$ cat config.mk
export PLATFORM = sky130hd
export DESIGN_NAME = min_hour_counter
export DESIGN_NICKNAME = d
export VERILOG_FILES = /design/src/rtl/min_hour_counter.sv
export SDC_FILE = /design/constraint.sdc
export NUM_CORES = 1
export LEC_CHECK = 0
export CAP_MARGIN = 0
export CORE_MARGIN = 2
export CORE_UTILIZATION = 38
export DETAILED_ROUTE_END_ITERATION = 10
export GPL_TIMING_DRIVEN = 0
export PLACE_DENSITY = 0.76
export RECOVER_POWER = 100
export SYNTH_ARGS = -nofsm -noshare
export SYNTH_HDL_FRONTEND = slang
export SYNTH_SLANG_ARGS = --single-unit
$ cat constraint.sdc
create_clock -name clk -period 1.75 [get_ports clk]
set_input_delay 0.35 -clock clk [delete_from_list [all_inputs] [get_ports clk]]
set_output_delay 0.35 -clock clk [all_outputs]
set_load 0.02 [all_outputs]
$ cat src/rtl/min_hour_counter.sv
// min_hour_counter: minute/hour stage of the digital clock.
// The minute field advances on the edge where the seconds counter wraps 59 -> 0.
// The hour field advances when the minute field also wraps.
// day_carry flags the 23:59:59 -> 00:00:00 edge for the calendar stage.
// Optional build macro MIN_HOUR_12H_EN selects a 12-hour display (hr 1..12 plus pm).
// Without it, hr shows 0..23 and pm is tied low.
// Internal state is always kept in 24-hour form, so counting and carries are the
// same in both builds.
module min_hour_counter (
  input  logic        clk,
  input  logic        clear,
  input  logic        run,
  input  logic [5:0]  sec,
  input  logic        load_min,
  input  logic        load_hr,
  input  logic [5:0]  data,
  input  logic        enable,
  output logic [5:0]  min,
  output logic [4:0]  hr,
  output logic        pm,
  output logic        day_carry,
  output logic [11:0] databus
);

`ifdef MIN_HOUR_12H_EN
  localparam logic [4:0] HR_RESET = 5'd12;  // midnight reads as 12 AM
`else
  localparam logic [4:0] HR_RESET = 5'd0;
`endif

  logic [5:0]  min_reg, min_next;
  logic [4:0]  hr_reg, hr_next;
  logic [4:0]  hr_disp_reg, hr_disp_next;
  logic        pm_reg, pm_next;
  logic        sec_c, min_c, any_load;
  logic [11:0] bus_word;

  // Carry chain: seconds at 59 with counting enabled, then minutes at 59.
  // A seconds value of 60..63 never compares equal to 59, so it produces no carry.
  assign sec_c     = run & (sec == 6'd59);
  assign min_c     = sec_c & (min_reg == 6'd59);
  assign any_load  = load_min | load_hr;
  assign day_carry = min_c & (hr_reg == 5'd23) & ~load_min & ~load_hr & ~clear;

  // Next 24-hour state: a load beats counting, and a loaded field is clamped to 0 when out of range.
  always_comb begin
    min_next = min_reg;
    hr_next  = hr_reg;
    if (any_load) begin
      if (load_min) min_next = (data < 6'd60) ? data : 6'd0;
      if (load_hr)  hr_next  = (data[4:0] < 5'd24) ? data[4:0] : 5'd0;
    end else if (sec_c) begin
      min_next = (min_reg == 6'd59) ? 6'd0 : min_reg + 6'd1;
      if (min_c) hr_next = (hr_reg == 5'd23) ? 5'd0 : hr_reg + 5'd1;
    end
  end

  // Display encoding is computed from the next state, so hr and pm stay registered and change together with the count.
  always_comb begin
`ifdef MIN_HOUR_12H_EN
    if (hr_next == 5'd0)       hr_disp_next = 5'd12;
    else if (hr_next > 5'd12)  hr_disp_next = hr_next - 5'd12;
    else                       hr_disp_next = hr_next;
    pm_next = (hr_next >= 5'd12);
`else
    hr_disp_next = hr_next;
    pm_next      = 1'b0;
`endif
  end

  // State and display registers; clear takes priority over loads and counting.
  always_ff @(posedge clk) begin
    if (clear) begin
      min_reg     <= 6'd0;
      hr_reg      <= 5'd0;
      hr_disp_reg <= HR_RESET;
      pm_reg      <= 1'b0;
    end else begin
      min_reg     <= min_next;
      hr_reg      <= hr_next;
      hr_disp_reg <= hr_disp_next;
      pm_reg      <= pm_next;
    end
  end

  assign min      = min_reg;
  assign hr       = hr_disp_reg;
  assign pm       = pm_reg;
  assign bus_word = {pm_reg, hr_disp_reg, min_reg};

  // Each bus bit is gated by enable; the bus reads 0 when enable is low.
  generate
    for (genvar gi = 0; gi < 12; gi++) begin : g_bus
      assign databus[gi] = enable & bus_word[gi];
    end
  endgenerate

endmodule

Yosys cells after proc, flatten, opt, wreduce, memory -nomap -nowiden
Cells that the tools add are included.
{"block": "word_totals", "out_inout_bits": 25, "ff_bits": 11, "elab_cells": 47, "in_bits": 18}
{"block": "op_classes", "addsub": 2, "bitwise_logic": 21, "mux": 11, "eq_ne": 5, "n_lt_le_gt_ge": 2, "n_reduce_logical": 4}
{"cell": "$mux W5", "n": 6}
{"cell": "$mux W6", "n": 5}
{"cell": "$and A1 B1 Y1", "n": 17}
{"cell": "$eq A6 B6 Y1 const B", "n": 2}
{"cell": "$add A6 B1 Y6 const B", "n": 1}
{"cell": "$lt A6 B6 Y1 const B", "n": 1}
{"cell": "$add A5 B1 Y5 const B", "n": 1}
{"cell": "$eq A5 B5 Y1 const B", "n": 1}
{"cell": "$lt A5 B5 Y1 const B", "n": 1}
{"cell": "$ne A2 B2 Y1 const B", "n": 2}
{"cell": "$reduce_bool A2 Y1", "n": 2}
{"cell": "$not A1 Y1", "n": 3}
{"cell": "$reduce_and A3 Y1", "n": 1}
{"cell": "$reduce_and A2 Y1", "n": 1}
{"cell": "$or A1 B1 Y1", "n": 1}

Depth between registers and ports, before layout
Gate-level depths: netlist of the first run.
{"block": "depth", "word_depth": 7, "mapped_depth": 6, "mapped_depth_nobuf": 5}

Worst setup path after synthesis of the first run
Ideal clock, no wire load.
{"block": "synth_path", "kind": "reg-to-output", "startpoint": "register min_reg[1], in the netlist min[1]", "endpoint": "output day_carry", "arrival_time_ns": 1.711, "stages_incl_launch_ff": 5, "t_required_ns": 1.400, "n_path_buf": 0, "slack_ns": -0.311, "cell_sequence": "dfxtp_1 ha_1 and2b_2 nand3_1 nor4b_1"}
{"block": "synth_between", "elab_chain_cells": 6}
{"element": "start, declared", "line_no": "31", "rtl": "logic [5:0] min_reg, min_next;"}
{"element": "start signal, assigned", "line_no": "79", "rtl": "min_reg <= min_next;"}
{"element": "$eq A6 B6 Y1", "line_no": "41", "rtl": "assign min_c = sec_c & (min_reg == 6'd59);"}
{"element": "$and A1 B1 Y1", "line_no": "41"}
{"element": "$and A1 B1 Y1 (4 in a row)", "line_no": "43", "rtl": "assign day_carry = min_c & (hr_reg == 5'd23) & ~load_min & ~load_hr & ~clear;"}
{"element": "end, declared", "line_no": "21", "rtl": "output logic day_carry,"}
No other way between the ends.

==> flow_summary.html, run 1 <==
<table>
<tr><th>Metric</th><th>Value</th></tr>
<tr><th colspan="2">Outcome</th></tr>
<tr><td>Status</td><td>finished, violations left</td></tr>
<tr><td>Violations in the final reports</td><td>negative setup slack</td></tr>
<tr><th colspan="2">Place</th></tr>
<tr><td>Number of buffers added on ports</td><td>37</td></tr>
<tr><td>GP Congestion</td><td>around 0.86</td></tr>
<tr><td>Pre-CTS WS</td><td>-0.9801 ns</td></tr>
<tr><td>Sum of net half-perimeters after detailed placement</td><td>between 2000 and 2500 um</td></tr>
<tr><th colspan="2">Clocking</th></tr>
<tr><td>Num Clock Sinks</td><td>11</td></tr>
<tr><td>Insertion delay to the later sink of the worst-skew pair</td><td>a little under 0.3 ns</td></tr>
<tr><td>Clock buffers created by TritonCTS</td><td>3</td></tr>
<tr><td>Clk slew on worst S/H paths</td><td>approximately 0.090 ns</td></tr>
<tr><td>CTS tree</td><td>built</td></tr>
<tr><td>Post-CTS Hold Fix Bufs</td><td>0</td></tr>
<tr><td>Clock Tree Root</td><td>sky130_fd_sc_hd__clkbuf_4</td></tr>
<tr><td>CTS max path bufs</td><td>2</td></tr>
<tr><td>H-tree level count</td><td>1</td></tr>
<tr><th colspan="2">Synth</th></tr>
<tr><td>Top FF cell, synth</td><td>sky130_fd_sc_hd__dfxtp_1</td></tr>
<tr><td>Ranking of synthesized cells by area</td><td>sky130_fd_sc_hd__dfxtp_1 22%, sky130_fd_sc_hd__nand3_1 8.2%, sky130_fd_sc_hd__and2_1 7.0%</td></tr>
<tr><td>Share of synthesized registers carrying an async set or reset</td><td>0%</td></tr>
<tr><td>Number of synthesized register bits</td><td>11</td></tr>
<tr><td>Sequential-to-total area share from yosys stat</td><td>between 20% and 30%</td></tr>
<tr><td>Number of warnings reported in the yosys synthesis log</td><td>0</td></tr>
<tr><td>Gate count after technology mapping</td><td>about 130</td></tr>
<tr><td>Number of enable-type register cells in the synthesized netlist</td><td>0</td></tr>
<tr><td>Yosys top cell area share</td><td>22.48%</td></tr>
<tr><td>Post-synthesis cell type count</td><td>43</td></tr>
<tr><td>Post-Syn Area</td><td>979.7 um2</td></tr>
<tr><td>Synthesized area divided by synthesized cell count</td><td>7.775 um2</td></tr>
<tr><td>Post-synthesis cell type with the largest combined area</td><td>sky130_fd_sc_hd__dfxtp_1</td></tr>
<tr><th colspan="2">Critical path</th></tr>
<tr><td>Worst R2R End</td><td>hr[0]$_SDFFE_PP0P_</td></tr>
<tr><td>Cell Chain, Critical Path</td><td>ha_4 -&gt; and4b_2 -&gt; nor4b_4 -&gt; buf_4</td></tr>
<tr><td>Worst R2R Setup Slack</td><td>roughly 0.12 ns</td></tr>
<tr><td>Critical path data arrival time</td><td>between 1 and 1.5 ns</td></tr>
<tr><td>Critical-path cell with the highest stage delay</td><td>sky130_fd_sc_hd__dfxtp_4</td></tr>
<tr><td>Number of cell instances on the worst register-to-register path</td><td>6</td></tr>
<tr><td>Longest individual stage delay on the worst path</td><td>0.38 ns</td></tr>
<tr><td>Kind of launch point of the worst setup path</td><td>flip-flop</td></tr>
<tr><td>Start point of the critical path</td><td>hr[1]$_SDFFE_PP0P_</td></tr>
<tr><td>R2r startpoint</td><td>min[1]$_SDFFE_PP0P_</td></tr>
<tr><td>Required time of the worst setup path</td><td>1.40 ns</td></tr>
<tr><td>CP max FO</td><td>5</td></tr>
<tr><td>Critical Path End Type</td><td>output port</td></tr>
<tr><td>Kind of critical path</td><td>reg2out</td></tr>
<tr><th colspan="2">Timing</th></tr>
<tr><td>Least setup slack across all paths after layout</td><td>-0.07142 ns</td></tr>
<tr><td>Final min period</td><td>1.821 ns</td></tr>
<tr><td>Final Hold Slack</td><td>0.3622 ns</td></tr>
<tr><td>Setup clock skew after layout</td><td>just over 0.009 ns</td></tr>
<tr><td>Number of endpoints with negative hold slack in the final report</td><td>0</td></tr>
<tr><td>Final setup violating endpoints</td><td>1</td></tr>
<tr><td>Final clock period utilization by the worst path</td><td>104.1%</td></tr>
<tr><td>RSZ-0062 raised after global routing</td><td>yes</td></tr>
<tr><td>Highest Clock Rate</td><td>approximately 550 MHz</td></tr>
<tr><td>Final Max Tran Viols</td><td>0</td></tr>
<tr><th colspan="2">Global routing</th></tr>
<tr><td>Vias in the first global route</td><td>1075</td></tr>
<tr><td>Largest net degree at the start of global routing</td><td>11</td></tr>
<tr><td>Global routing usage summed across all routing layers</td><td>approximately 23%</td></tr>
<tr><td>First-pass GRT wire length</td><td>4878 um</td></tr>
<tr><td>Overflow left after global routing</td><td>0</td></tr>
<tr><td>Initial antenna violation count</td><td>0</td></tr>
<tr><th colspan="2">Power and ir drop</th></tr>
<tr><td>Logic gate share of total power</td><td>between 30% and 40%</td></tr>
<tr><td>Power density over the cells</td><td>491.7 mW/mm2</td></tr>
<tr><td>Cell Int Power</td><td>between 400 and 500 uW</td></tr>
<tr><td>Share of total power consumed by net switching</td><td>between 30% and 40%</td></tr>
<tr><td>Leak Pwr</td><td>~0.64 nW</td></tr>
<tr><td>Reg power frac</td><td>38.4%</td></tr>
<tr><td>Net load switching power</td><td>~270 uW</td></tr>
<tr><td>IR Drop Worst-Case VDD</td><td>approximately 0.43 mV</td></tr>
<tr><td>Clock share of power</td><td>between 20% and 30%</td></tr>
<tr><th colspan="2">Run</th></tr>
<tr><td>Max-capacitance violation count</td><td>0</td></tr>
<tr><th colspan="2">Drt</th></tr>
<tr><td>Remaining routing DRC violations</td><td>0</td></tr>
<tr><td>Initial DRT Pass Iterations</td><td>4</td></tr>
<tr><td>WL/cell</td><td>~16 um</td></tr>
<tr><td>Routed length on met1</td><td>between 1000 and 1500 um</td></tr>
<tr><td>Routed wl met2</td><td>1750 um</td></tr>
<tr><td>Vias after detailed routing</td><td>between 1000 and 1500</td></tr>
<tr><td>Starting DRC count in detailed routing</td><td>24</td></tr>
<tr><td>Total wirelength of the detailed-routed design</td><td>roughly 3400 um</td></tr>
<tr><td>Post-DR vias/cell</td><td>just under 6</td></tr>
<tr><td>Routed length on met3</td><td>approximately 180 um</td></tr>
<tr><td>Top layer reached by signal wires</td><td>met4</td></tr>
<tr><td>Antenna viol nets, final</td><td>0</td></tr>
<tr><th colspan="2">Worst hold path</th></tr>
<tr><td>Worst hold stages</td><td>3</td></tr>
<tr><td>Source of the worst hold timing path</td><td>clear</td></tr>
<tr><td>Hold crit path type</td><td>in2reg</td></tr>
<tr><td>Hold-critical path endpoint</td><td>min[3]$_SDFFE_PP0P_</td></tr>
<tr><th colspan="2">Floorplanning</th></tr>
<tr><td>Chip Width</td><td>54.78 um</td></tr>
<tr><td>CORE AREA</td><td>roughly 0.0025 mm2</td></tr>
<tr><td># IOs</td><td>between 40 and 50</td></tr>
<tr><td>Initial Utilization</td><td>about two fifths</td></tr>
<tr><td>Row count</td><td>18</td></tr>
<tr><td>Y dimension of the die</td><td>between 50 and 60 um</td></tr>
<tr><td>Die area</td><td>0.003000 mm2</td></tr>
<tr><th colspan="2">Layout</th></tr>
<tr><td>Number of nets in the layout</td><td>around 200</td></tr>
<tr><td>N_diodes</td><td>0</td></tr>
<tr><td>Core occupancy in the finished layout</td><td>roughly 63%</td></tr>
<tr><td>Fraction of layout instances using a drive strength above 1</td><td>between 30 and 40%</td></tr>
<tr><td>Most frequent cells in the layout</td><td>18 x sky130_fd_sc_hd__buf_4, 15 x sky130_fd_sc_hd__nand3_1, 14 x sky130_fd_sc_hd__clkdlybuf4s50_1</td></tr>
<tr><td>Signed area change from the synthesized netlist to the final layout</td><td>56.70%</td></tr>
<tr><td>Commonest non-fill, non-tap cell in the layout</td><td>sky130_fd_sc_hd__buf_4</td></tr>
<tr><td>Flip-flop count of the largest register after layout</td><td>6</td></tr>
</table>
==> final cells by class <==
type                       instances  area [um2]
timing repair buffer              50       392.9
buffer                             8       91.34
inverter                           3       11.26
multi-input combinational        104       737.0
sequential                        11       239.0
clock buffer                       4       26.28
fill                             236       919.6
tap                               30       37.54
==> critical path, delay by kind of cell, from the launching register on <==
family / cells / cell delay (ns)
flip-flops: 1 / 0.38
adder cells (fa/ha/maj): 1 / 0.15
AND/OR/NAND/NOR: 2 / 0.48
buffers and inverters: 1 / 0.18
==> synthesized netlist by cell type, types with 3 or more instances <==
| master | instances |
|---|---|
| sky130_fd_sc_hd__nand3_1 | 16 |
| sky130_fd_sc_hd__and2_1 | 11 |
| sky130_fd_sc_hd__dfxtp_1 | 11 |
| sky130_fd_sc_hd__nor2_1 | 10 |
| sky130_fd_sc_hd__a21oi_1 | 7 |
| sky130_fd_sc_hd__nand2_1 | 6 |
| sky130_fd_sc_hd__o21ai_0 | 5 |
| sky130_fd_sc_hd__and3_1 | 4 |
| sky130_fd_sc_hd__a311oi_1 | 3 |
| sky130_fd_sc_hd__buf_4 | 3 |
| sky130_fd_sc_hd__clkbuf_8 | 3 |
| sky130_fd_sc_hd__inv_1 | 3 |
| sky130_fd_sc_hd__nand3b_1 | 3 |
| sky130_fd_sc_hd__nor3_1 | 3 |
| sky130_fd_sc_hd__nor4b_1 | 3 |
| sky130_fd_sc_hd__o22ai_1 | 3 |
==> worst max path at each step <==
stage                     slack [ns]  cells past startpoint         to
after global routing           -0.15                      4  day_carry
after detailed placement       -0.98                      6  day_carry
final                          -0.07                      4  day_carry
after global placement         -1.00                      6  day_carry
after floorplan               -0.007                      3  day_carry
after CTS                      -0.13                      5  day_carry
==> power groups by stage <==
| stage | Sequential (mW) | Combinational (mW) | Clock, mW |
|---|---|---|---|
| floorplan | 0.309 | 0.122 | 0 |
| CTS | 0.290 | 0.253 | 0.196 |
| global route | 0.293 | 0.292 | 0.207 |
| finish | 0.290 | 0.269 | 0.195 |
| detailed placement | 0.295 | 0.248 | 0 |
| global placement | 0.294 | 0.244 | 0 |
==> per-stage QoR <==
step	instances	area (um2)	TNS (ns)	power, mW
after floorplan	127	992.2	-0.006791	0.4311
after global placement	194	1400	-9.102	0.5378
after detailed placement	194	1400	-9.559	0.5430
after CTS	203	1514	-0.1289	0.7392
after global routing	210	1535	-0.1627	0.7920
final	210	1535	-0.07142	0.7549
==> what timing repair did <==
action / CTS / global route
pin swaps: 6 / 8
resized for setup: 67 / 22
setup endpoints to repair: 24 / 21
endpoints found under the hold margin: 0 / 0
buffers inserted: 6 / 7
==> cells by family (layout without fill, tap and decap cells) <==
logic type / Yosys count / in the layout / synth area share, %
AO/OA/AOI/OAI: 29 / 29 / 21.97
XOR/XNOR: 1 / 1 / 0.8942
adder cells (fa/ha/maj): 2 / 2 / 2.554
buffers and inverters: 12 / 65 / 10.34
flip-flops: 11 / 11 / 22.48
other: 1 / 2 / 0.3828
AND/OR/NAND/NOR: 70 / 70 / 41.38
==> metal layers <==
metal  global-route usage [%]  up-vias
met5                        0        -
met4                    10.42        0
li1                         -      579
met3                    4.098        7
met1                    27.30      593
met2                    39.48       42
Power figures use the tool's default switching activity.
==> run 2, diff against run 1 <==
CORE_ASPECT_RATIO = 1.5   (was not set)
CORE_MARGIN = not set   (was 2)
SLEW_MARGIN = 20   (was not set)
==> run 2 against run 1 <==
Against the previous run:
- largest power group unchanged
- the flow finishes with violations (design-rule violations, negative setup slack)
- cell area is 0.33% lower
- utilization fell by 0.077 points
- cell count fell by 3.3%
- total power decreased by 2.0%
- critical path depth is 1 higher
- via count shrank 4.6%
- global-route usage down 0.26 points
- count of clock-buffer cells in the layout stayed put
- die area down 7.0%
- clock power decreased by 6%
- non-clock buffer count fell by 1
==> flow_summary.html, run 2 (synthesized netlist as in run 1, its figures left out) <==
<table>
<tr><th>Metric</th><th>Value</th></tr>
<tr><th colspan="2">Layout</th></tr>
<tr><td>Storage cell area</td><td>239.0 um2 (unchanged)</td></tr>
<tr><td>Most frequent cells in the layout</td><td>16 x sky130_fd_sc_hd__buf_4, 15 x sky130_fd_sc_hd__nand3_1, 13 x sky130_fd_sc_hd__clkdlybuf4s50_1</td></tr>
<tr><td>Core occupancy in the finished layout</td><td>62.46% (-0.077 points)</td></tr>
<tr><td>Count of filler cells inserted in the layout</td><td>235 (-0.42%)</td></tr>
<tr><td>Layout Cell Area excl Fill</td><td>0.001530 mm2 (-0.33%)</td></tr>
<tr><td>Commonest non-fill, non-tap cell in the layout</td><td>sky130_fd_sc_hd__buf_4</td></tr>
<tr><td>Fraction of layout instances using a drive strength above 1</td><td>31.84% (-0.38 points)</td></tr>
<tr><td>Flip-flop count of the largest register after layout</td><td>6 (unchanged)</td></tr>
<tr><td>Total area of multi-input combinational cells</td><td>729.5 um2 (-1.0%)</td></tr>
<tr><td>Signed area change from the synthesized netlist to the final layout</td><td>56.19%</td></tr>
<tr><td>Count of non-filler cells in the finished layout</td><td>203 (-3.3%)</td></tr>
<tr><td>Number of nets in the layout</td><td>200 (-0.50%)</td></tr>
<tr><td>N_diodes</td><td>0 (unchanged)</td></tr>
<tr><th colspan="2">Clocking</th></tr>
<tr><td>Insertion delay to the later sink of the worst-skew pair</td><td>0.28 ns (about the same)</td></tr>
<tr><td>Clock Tree Root</td><td>sky130_fd_sc_hd__clkbuf_4</td></tr>
<tr><td>CTS tree</td><td>built</td></tr>
<tr><td>Post-CTS Hold Fix Bufs</td><td>0 (unchanged)</td></tr>
<tr><td>CTS max path bufs</td><td>2 (unchanged)</td></tr>
<tr><td>H-tree level count</td><td>1 (unchanged)</td></tr>
<tr><td>Clock buffers created by TritonCTS</td><td>3 (unchanged)</td></tr>
<tr><td>Clk slew on worst S/H paths</td><td>0.07 ns (-0.02 ns)</td></tr>
<tr><td>Num Clock Sinks</td><td>11 (unchanged)</td></tr>
<tr><th colspan="2">Critical path</th></tr>
<tr><td>Kind of launch point of the worst setup path</td><td>primary input</td></tr>
<tr><td>Critical-path cell with the highest stage delay</td><td>sky130_fd_sc_hd__or2_4</td></tr>
<tr><td>Kind of critical path</td><td>in2out</td></tr>
<tr><td>Critical path buffers and inverters</td><td>3 (+2)</td></tr>
<tr><td>Longest individual stage delay on the worst path</td><td>0.31 ns (-0.07 ns)</td></tr>
<tr><td>CP max FO</td><td>10 (+5)</td></tr>
<tr><td>Critical Path End Type</td><td>output port</td></tr>
<tr><td>Critical path data arrival time</td><td>1.47 ns (about the same)</td></tr>
<tr><td>Crit path max-delay family</td><td>simple AND/OR/NAND/NOR gates</td></tr>
<tr><td>Cell Chain, Critical Path</td><td>clkdlybuf4s15_2 -&gt; or2_4 -&gt; buf_8 -&gt; nor4b_4 -&gt; buf_4</td></tr>
<tr><td>Required time of the worst setup path</td><td>1.40 ns (about the same)</td></tr>
<tr><th colspan="2">Drt</th></tr>
<tr><td>Initial DRT Pass Iterations</td><td>7 (+3)</td></tr>
<tr><td>Total wirelength of the detailed-routed design</td><td>2960 um (-12%)</td></tr>
<tr><td>Post-DR vias/cell</td><td>5.739 (-1.3%)</td></tr>
<tr><td>Antenna viol nets, final</td><td>0 (unchanged)</td></tr>
<tr><td>Vias after detailed routing</td><td>1165 (-4.6%)</td></tr>
<tr><td>WL/cell</td><td>14.58 um (-9.0%)</td></tr>
<tr><td>Remaining routing DRC violations</td><td>2 (+2)</td></tr>
<tr><td>Starting DRC count in detailed routing</td><td>58 (+140%)</td></tr>
<tr><th colspan="2">Power and ir drop</th></tr>
<tr><td>Power density over the cells</td><td>483.4 mW/mm2 (-1.7%)</td></tr>
<tr><td>Pwr Total</td><td>739.8 uW (-2.0%)</td></tr>
<tr><td>Leak Pwr</td><td>0.6338 nW (-1.3%)</td></tr>
<tr><td>IR Drop Worst-Case VDD</td><td>0.4165 mV (-3.6%)</td></tr>
<tr><th colspan="2">Global routing</th></tr>
<tr><td>Largest net degree at the start of global routing</td><td>11 (unchanged)</td></tr>
<tr><td>Global routing usage summed across all routing layers</td><td>22.68% (-0.26 points)</td></tr>
<tr><td>Overflow left after global routing</td><td>0 (unchanged)</td></tr>
<tr><td>First-pass GRT wire length</td><td>4767 um (-2.3%)</td></tr>
<tr><td>Initial antenna violation count</td><td>0 (unchanged)</td></tr>
<tr><td>Vias in the first global route</td><td>1082 (+0.65%)</td></tr>
<tr><th colspan="2">Floorplanning</th></tr>
<tr><td>Die area</td><td>0.002789 mm2 (-7.0%)</td></tr>
<tr><td>Y dimension of the die</td><td>64.19 um (+17%)</td></tr>
<tr><td># IOs</td><td>43 (unchanged)</td></tr>
<tr><td>Initial Utilization</td><td>39.99% (+0.082 points)</td></tr>
<tr><td>Chip Width</td><td>43.46 um (-21%)</td></tr>
<tr><td>Row count</td><td>22 (+4)</td></tr>
<tr><td>CORE AREA</td><td>0.002450 mm2 (-0.20%)</td></tr>
<tr><th colspan="2">Place</th></tr>
<tr><td>Number of buffers added on ports</td><td>37 (unchanged)</td></tr>
<tr><td>Pre-CTS WS</td><td>-0.9983 ns (-0.01821 ns)</td></tr>
<tr><td>GP Congestion</td><td>0.7667 (-11%)</td></tr>
<tr><td>Sum of net half-perimeters after detailed placement</td><td>2138 um (-0.39%)</td></tr>
<tr><td>Total instance count after detailed placement</td><td>188 (-3.1%)</td></tr>
<tr><td>Cell area after placement</td><td>0.001393 mm2 (-0.54%)</td></tr>
<tr><th colspan="2">Timing</th></tr>
<tr><td>Final clock period utilization by the worst path</td><td>104.2% (about the same)</td></tr>
<tr><td>Number of endpoints with negative hold slack in the final report</td><td>0 (unchanged)</td></tr>
<tr><td>RSZ-0062 raised after global routing</td><td>yes</td></tr>
<tr><td>Total Negative Setup Slacks</td><td>-0.07300 ns (-0.001585 ns)</td></tr>
<tr><td>Final Max Tran Viols</td><td>0 (unchanged)</td></tr>
<tr><td>Least setup slack across all paths after layout</td><td>-0.07300 ns (-0.001585 ns)</td></tr>
<tr><td>Highest Clock Rate</td><td>548.5 MHz (about the same)</td></tr>
<tr><td>Final setup violating endpoints</td><td>1 (unchanged)</td></tr>
<tr><td>Final min period</td><td>1.823 ns (+0.001585 ns)</td></tr>
<tr><td>Final Hold Slack</td><td>0.3698 ns (+0.007596 ns)</td></tr>
<tr><td>Setup clock skew after layout</td><td>0.007025 ns (-0.002304 ns)</td></tr>
<tr><th colspan="2">Outcome</th></tr>
<tr><td>Violations in the final reports</td><td>design-rule violations, negative setup slack</td></tr>
<tr><td>Status</td><td>finished, violations left</td></tr>
<tr><th colspan="2">Worst hold path</th></tr>
<tr><td>Hold crit path type</td><td>in2reg</td></tr>
<tr><th colspan="2">Run</th></tr>
<tr><td>Max-capacitance violation count</td><td>0 (unchanged)</td></tr>
</table>
==> run 2: cell types whose count changed in the layout (fill, tap and decap cells not counted), sizes merged <==
cell,before,now
clkdlybuf4s15,0,5
clkbuf,6,7
dlymetal6s2s,0,1
clkdlybuf4s50,14,13
dlygate4sd2,10,8
buf,32,27
==> run 2: cell type report <==
class | count | area share (%)
multi-input cells | 104 | 47.67
repair buffers | 49 | 26.74
flip-flops and latches | 11 | 15.62
plain buffers | 8 | 5.560
well taps | 24 | 1.962
clock buffers | 4 | 1.717
inverters | 3 | 0.7359
==> run 2: where the power goes <==
| part | internal [mW] | switching (mW) |
|---|---|---|
| Clock | 0.0887 | 0.0942 |
| Combinational | 0.134 | 0.133 |
| Sequential | 0.266 | 0.0238 |
| Total | 0.489 | 0.251 |
==> run 2: final timing paths <==
path / start / cells past startpoint / to / slack, ns
max: load_min / 5 / day_carry / -0.07
max reg2reg: min[0]$_SDFFE_PP0P_ / 6 / hr[3]$_SDFFE_PP0P_ / 0.08
min: clear / 3 / min[3]$_SDFFE_PP0P_ / 0.37
min reg2reg: min[4]$_SDFFE_PP0P_ / 2 / min[4]$_SDFFE_PP0P_ / 0.53
==> run 2: layer usage <==
metal  routed length (um)  track usage, %  up-vias
met4                   55           11.72        0
met2                 1615           41.10       32
met3                   97           3.390        5
li1                     -               -      573
met1                 1192           24.27      555
met5                    0               0        -
==> run 2: repair_timing <==
item | CTS | global route
pin swaps | 8 | 5
gates resized for setup | 67 | 18
buffers inserted | 8 | 4
setup endpoints to repair | 22 | 22
==> run 2: worst min-delay path, delay by kind of cell <==
kind | cells | cell delay (ns)
buf+inv | 1 | 0.11
simple gates | 1 | 0.10
compound gates | 1 | 0.05
==> run 3, diff against run 2 <==
CORE_MARGIN = 2   (was not set)
CTS_CLUSTER_DIAMETER = 100   (was not set)
==> run 3 against run 2 <==
Against the previous run:
- the run ends with negative setup slack left
- cell count rose by 2.5%
- flip-flop and latch count did not move
- critical path depth increased by 1
- worst setup slack lost 0.0076 ns
- total power is 2.6% higher
- worst hold slack got worse by 0.014 ns
- sequential power about the same
- global-route usage decreased by 0.87 points
- die area rose by 7.9%
- sequential share of layout area decreased by 0.31 points
- register-to-register slack worse by 0.02 ns
- combinational power is 3% higher
- critical endpoint is now min[5]$_SDFFE_PP0P_
- highest routed layer unchanged
==> flow_summary.html, run 3 (synthesized netlist as in run 1, its figures left out) <==
<table>
<tr><th>Metric</th><th>Value</th></tr>
<tr><th colspan="2">Outcome</th></tr>
<tr><td>Status</td><td>finished, violations left</td></tr>
<tr><td>Violations in the final reports</td><td>negative setup slack</td></tr>
<tr><th colspan="2">Layout</th></tr>
<tr><td>Number of nets in the layout</td><td>205 (+2.5%)</td></tr>
<tr><td>Count of non-filler cells in the finished layout</td><td>208 (+2.5%)</td></tr>
<tr><td>Count of filler cells inserted in the layout</td><td>209 (-11%)</td></tr>
<tr><td>Most frequent cells in the layout</td><td>21 x sky130_fd_sc_hd__buf_4, 15 x sky130_fd_sc_hd__nand3_1, 12 x sky130_fd_sc_hd__clkdlybuf4s50_1</td></tr>
<tr><td>Layout Cell Area excl Fill</td><td>0.001562 mm2 (+2.0%)</td></tr>
<tr><td>Fraction of layout instances using a drive strength above 1</td><td>33.15% (+1.3 points)</td></tr>
<tr><td>Commonest non-fill, non-tap cell in the layout</td><td>sky130_fd_sc_hd__buf_4</td></tr>
<tr><td>Flip-flop count of the largest register after layout</td><td>6 (unchanged)</td></tr>
<tr><td>N_diodes</td><td>0 (unchanged)</td></tr>
<tr><td>Signed area change from the synthesized netlist to the final layout</td><td>59.39%</td></tr>
<tr><td>Core occupancy in the finished layout</td><td>63.74% (+1.3 points)</td></tr>
<tr><th colspan="2">Drt</th></tr>
<tr><td>Remaining routing DRC violations</td><td>0 (-2)</td></tr>
<tr><td>Starting DRC count in detailed routing</td><td>75 (+29%)</td></tr>
<tr><td>Initial DRT Pass Iterations</td><td>5 (-2)</td></tr>
<tr><td>Post-DR vias/cell</td><td>5.990 (+4.4%)</td></tr>
<tr><td>Antenna viol nets, final</td><td>0 (unchanged)</td></tr>
<tr><td>WL/cell</td><td>15.67 um (+7.5%)</td></tr>
<tr><td>Total wirelength of the detailed-routed design</td><td>3260 um (+10%)</td></tr>
<tr><td>Vias after detailed routing</td><td>1246 (+7.0%)</td></tr>
<tr><th colspan="2">Power and ir drop</th></tr>
<tr><td>Clock share of power</td><td>25.5% (+0.8 points)</td></tr>
<tr><td>Cell Int Power</td><td>493.0 uW (+0.86%)</td></tr>
<tr><td>IR Drop Worst-Case VDD</td><td>0.5039 mV (+21%)</td></tr>
<tr><td>Leak Pwr</td><td>0.6491 nW (+2.4%)</td></tr>
<tr><td>Reg power frac</td><td>38.2% (-1.0 points)</td></tr>
<tr><td>Logic gate share of total power</td><td>36.3% (+0.2 points)</td></tr>
<tr><td>Power density over the cells</td><td>486.1 mW/mm2 (+0.56%)</td></tr>
<tr><td>Net load switching power</td><td>266.1 uW (+6.0%)</td></tr>
<tr><td>Share of total power consumed by net switching</td><td>35.05% (+1.1 points)</td></tr>
<tr><th colspan="2">Floorplanning</th></tr>
<tr><td># IOs</td><td>43 (unchanged)</td></tr>
<tr><td>CORE AREA</td><td>0.002450 mm2 (unchanged)</td></tr>
<tr><td>Initial Utilization</td><td>39.99% (unchanged)</td></tr>
<tr><td>Chip Width</td><td>45.46 um (+4.6%)</td></tr>
<tr><td>Die area</td><td>0.003008 mm2 (+7.9%)</td></tr>
<tr><td>Row count</td><td>22 (unchanged)</td></tr>
<tr><td>Y dimension of the die</td><td>66.19 um (+3.1%)</td></tr>
<tr><th colspan="2">Global routing</th></tr>
<tr><td>Vias in the first global route</td><td>1195 (+10%)</td></tr>
<tr><td>Largest net degree at the start of global routing</td><td>11 (unchanged)</td></tr>
<tr><td>First-pass GRT wire length</td><td>4878 um (+2.3%)</td></tr>
<tr><td>Global routing usage summed across all routing layers</td><td>21.80% (-0.87 points)</td></tr>
<tr><td>Initial antenna violation count</td><td>0 (unchanged)</td></tr>
<tr><td>Overflow left after global routing</td><td>0 (unchanged)</td></tr>
<tr><th colspan="2">Clocking</th></tr>
<tr><td>Num Clock Sinks</td><td>11 (unchanged)</td></tr>
<tr><td>Post-CTS Hold Fix Bufs</td><td>0 (unchanged)</td></tr>
<tr><td>Insertion delay to the later sink of the worst-skew pair</td><td>0.30 ns (+0.02 ns)</td></tr>
<tr><td>Clock buffers created by TritonCTS</td><td>3 (unchanged)</td></tr>
<tr><td>Clk slew on worst S/H paths</td><td>0.09 ns (+0.02 ns)</td></tr>
<tr><td>Clock Tree Root</td><td>sky130_fd_sc_hd__clkbuf_4</td></tr>
<tr><td>H-tree level count</td><td>1 (unchanged)</td></tr>
<tr><td>CTS max path bufs</td><td>2 (unchanged)</td></tr>
<tr><td>CTS tree</td><td>built</td></tr>
<tr><th colspan="2">Timing</th></tr>
<tr><td>Final Hold Slack</td><td>0.3561 ns (-0.01363 ns)</td></tr>
<tr><td>Slew at the pin closest to its max-slew limit</td><td>approximately 0.66 ns</td></tr>
<tr><td>Least setup slack across all paths after layout</td><td>-0.08061 ns (-0.007609 ns)</td></tr>
<tr><td>RSZ-0062 raised after global routing</td><td>yes</td></tr>
<tr><td>Final min period</td><td>1.831 ns (+0.007609 ns)</td></tr>
<tr><td>Setup clock skew after layout</td><td>0.02322 ns (+0.01620 ns)</td></tr>
<tr><td>Number of endpoints with negative hold slack in the final report</td><td>0 (unchanged)</td></tr>
<tr><td>Final Max Tran Viols</td><td>0 (unchanged)</td></tr>
<tr><td>Final clock period utilization by the worst path</td><td>104.6% (+0.43 points)</td></tr>
<tr><td>Final setup violating endpoints</td><td>5 (+4)</td></tr>
<tr><td>Worst slew margin</td><td>between 50% and 60%</td></tr>
<tr><td>Highest Clock Rate</td><td>546.3 MHz (-0.42%)</td></tr>
<tr><th colspan="2">Place</th></tr>
<tr><td>Sum of net half-perimeters after detailed placement</td><td>2131 um (-0.34%)</td></tr>
<tr><td>Number of buffers added on ports</td><td>37 (unchanged)</td></tr>
<tr><td>GP Congestion</td><td>0.8413 (+9.7%)</td></tr>
<tr><td>Cell area after placement</td><td>0.001393 mm2 (unchanged)</td></tr>
<tr><td>Total instance count after detailed placement</td><td>188 (unchanged)</td></tr>
<tr><th colspan="2">Critical path</th></tr>
<tr><td>Number of cell instances on the worst register-to-register path</td><td>7 (+1)</td></tr>
<tr><td>Required time of the worst setup path</td><td>1.95 ns (+0.55 ns)</td></tr>
<tr><td>Critical path data arrival time</td><td>2.03 ns (+0.56 ns)</td></tr>
<tr><td>Kind of critical path</td><td>in2reg</td></tr>
<tr><td>CP max FO</td><td>5 (-5)</td></tr>
<tr><td>Critical Path End Type</td><td>flip-flop</td></tr>
<tr><td>Kind of launch point of the worst setup path</td><td>primary input</td></tr>
<tr><th colspan="2">Run</th></tr>
<tr><td>Max-capacitance violation count</td><td>0 (unchanged)</td></tr>
<tr><th colspan="2">Worst hold path</th></tr>
<tr><td>Worst hold stages</td><td>3 (unchanged)</td></tr>
<tr><td>Hold crit path type</td><td>in2reg</td></tr>
</table>
run 3: cell count changes in the layout (fill, tap and decap cells not counted), sizes merged:
cell	change
dlygate4sd2	+1
dlygate4sd3	+2
clkdlybuf4s50	-1
clkdlybuf4s15	-2
clkbuf	+1
dlymetal6s2s	-1
buf	+5
run 3: per-stage QoR:
step / power [mW] / TNS [ns] / setup slack [ns]
floorplan: 0.4311 / -0.006791 / -0.006791
global placement: 0.5372 / -9.314 / -1.007
detailed placement: 0.5423 / -9.397 / -1.014
CTS: 0.7365 / -0.1072 / -0.1072
global route: 0.7962 / -0.5297 / -0.1307
finish: 0.7591 / -0.2950 / -0.08061
run 3: repair_timing:
action	4_1_cts	5_1_grt
setup endpoints to repair	23	17
gates resized for setup	69	16
pin swaps	8	6
setup buffers	7	10
run 3: area by class of cell:
cell class / count / area [um2] / area share (%)
well taps: 24 / 30.03 / 1.923
repair buffers: 54 / 432.9 / 27.72
inverters: 3 / 11.26 / 0.7212
multi-input cells: 104 / 730.7 / 46.79
clock buffers: 4 / 26.28 / 1.683
flip-flops and latches: 11 / 239.0 / 15.30
plain buffers: 8 / 91.34 / 5.849
run 3: layer usage:
layer  track usage, %  vias up  share of wire [%]
met2            37.50       71                 53
met3            3.552       20                6.0
li1                 -      584                  -
met5                0        -                  0
met1            23.09      571                 36
met4            14.34        0                4.4
run 3: worst paths after layout:
| path | slack, ns | endpoint | start |
|---|---|---|---|
| worst min register to register | 0.52 | min[4]$_SDFFE_PP0P_ | min[4]$_SDFFE_PP0P_ |
| worst max-delay path | -0.08 | min[5]$_SDFFE_PP0P_ | sec[2] |
| worst max register to register | 0.06 | hr[3]$_SDFFE_PP0P_ | min[0]$_SDFFE_PP0P_ |
| worst min-delay path | 0.36 | min[3]$_SDFFE_PP0P_ | clear |
run 3: power by group through the flow:
stage | registers, mW | clock network, mW | logic (mW)
floorplan | 0.309 | 0 | 0.122
global placement | 0.294 | 0 | 0.244
detailed placement | 0.296 | 0 | 0.247
CTS | 0.290 | 0.188 | 0.258
global route | 0.294 | 0.205 | 0.298
finish | 0.290 | 0.193 | 0.276
run 3: worst max-delay path, stage by stage:
cell,delay [ns]
sky130_fd_sc_hd__dlygate4sd2_1,0.22
sky130_fd_sc_hd__nand3b_1,0.18
sky130_fd_sc_hd__clkbuf_1,0.20
sky130_fd_sc_hd__o31ai_1,0.58
sky130_fd_sc_hd__o21ai_0,0.28
sky130_fd_sc_hd__a31oi_1,0.22
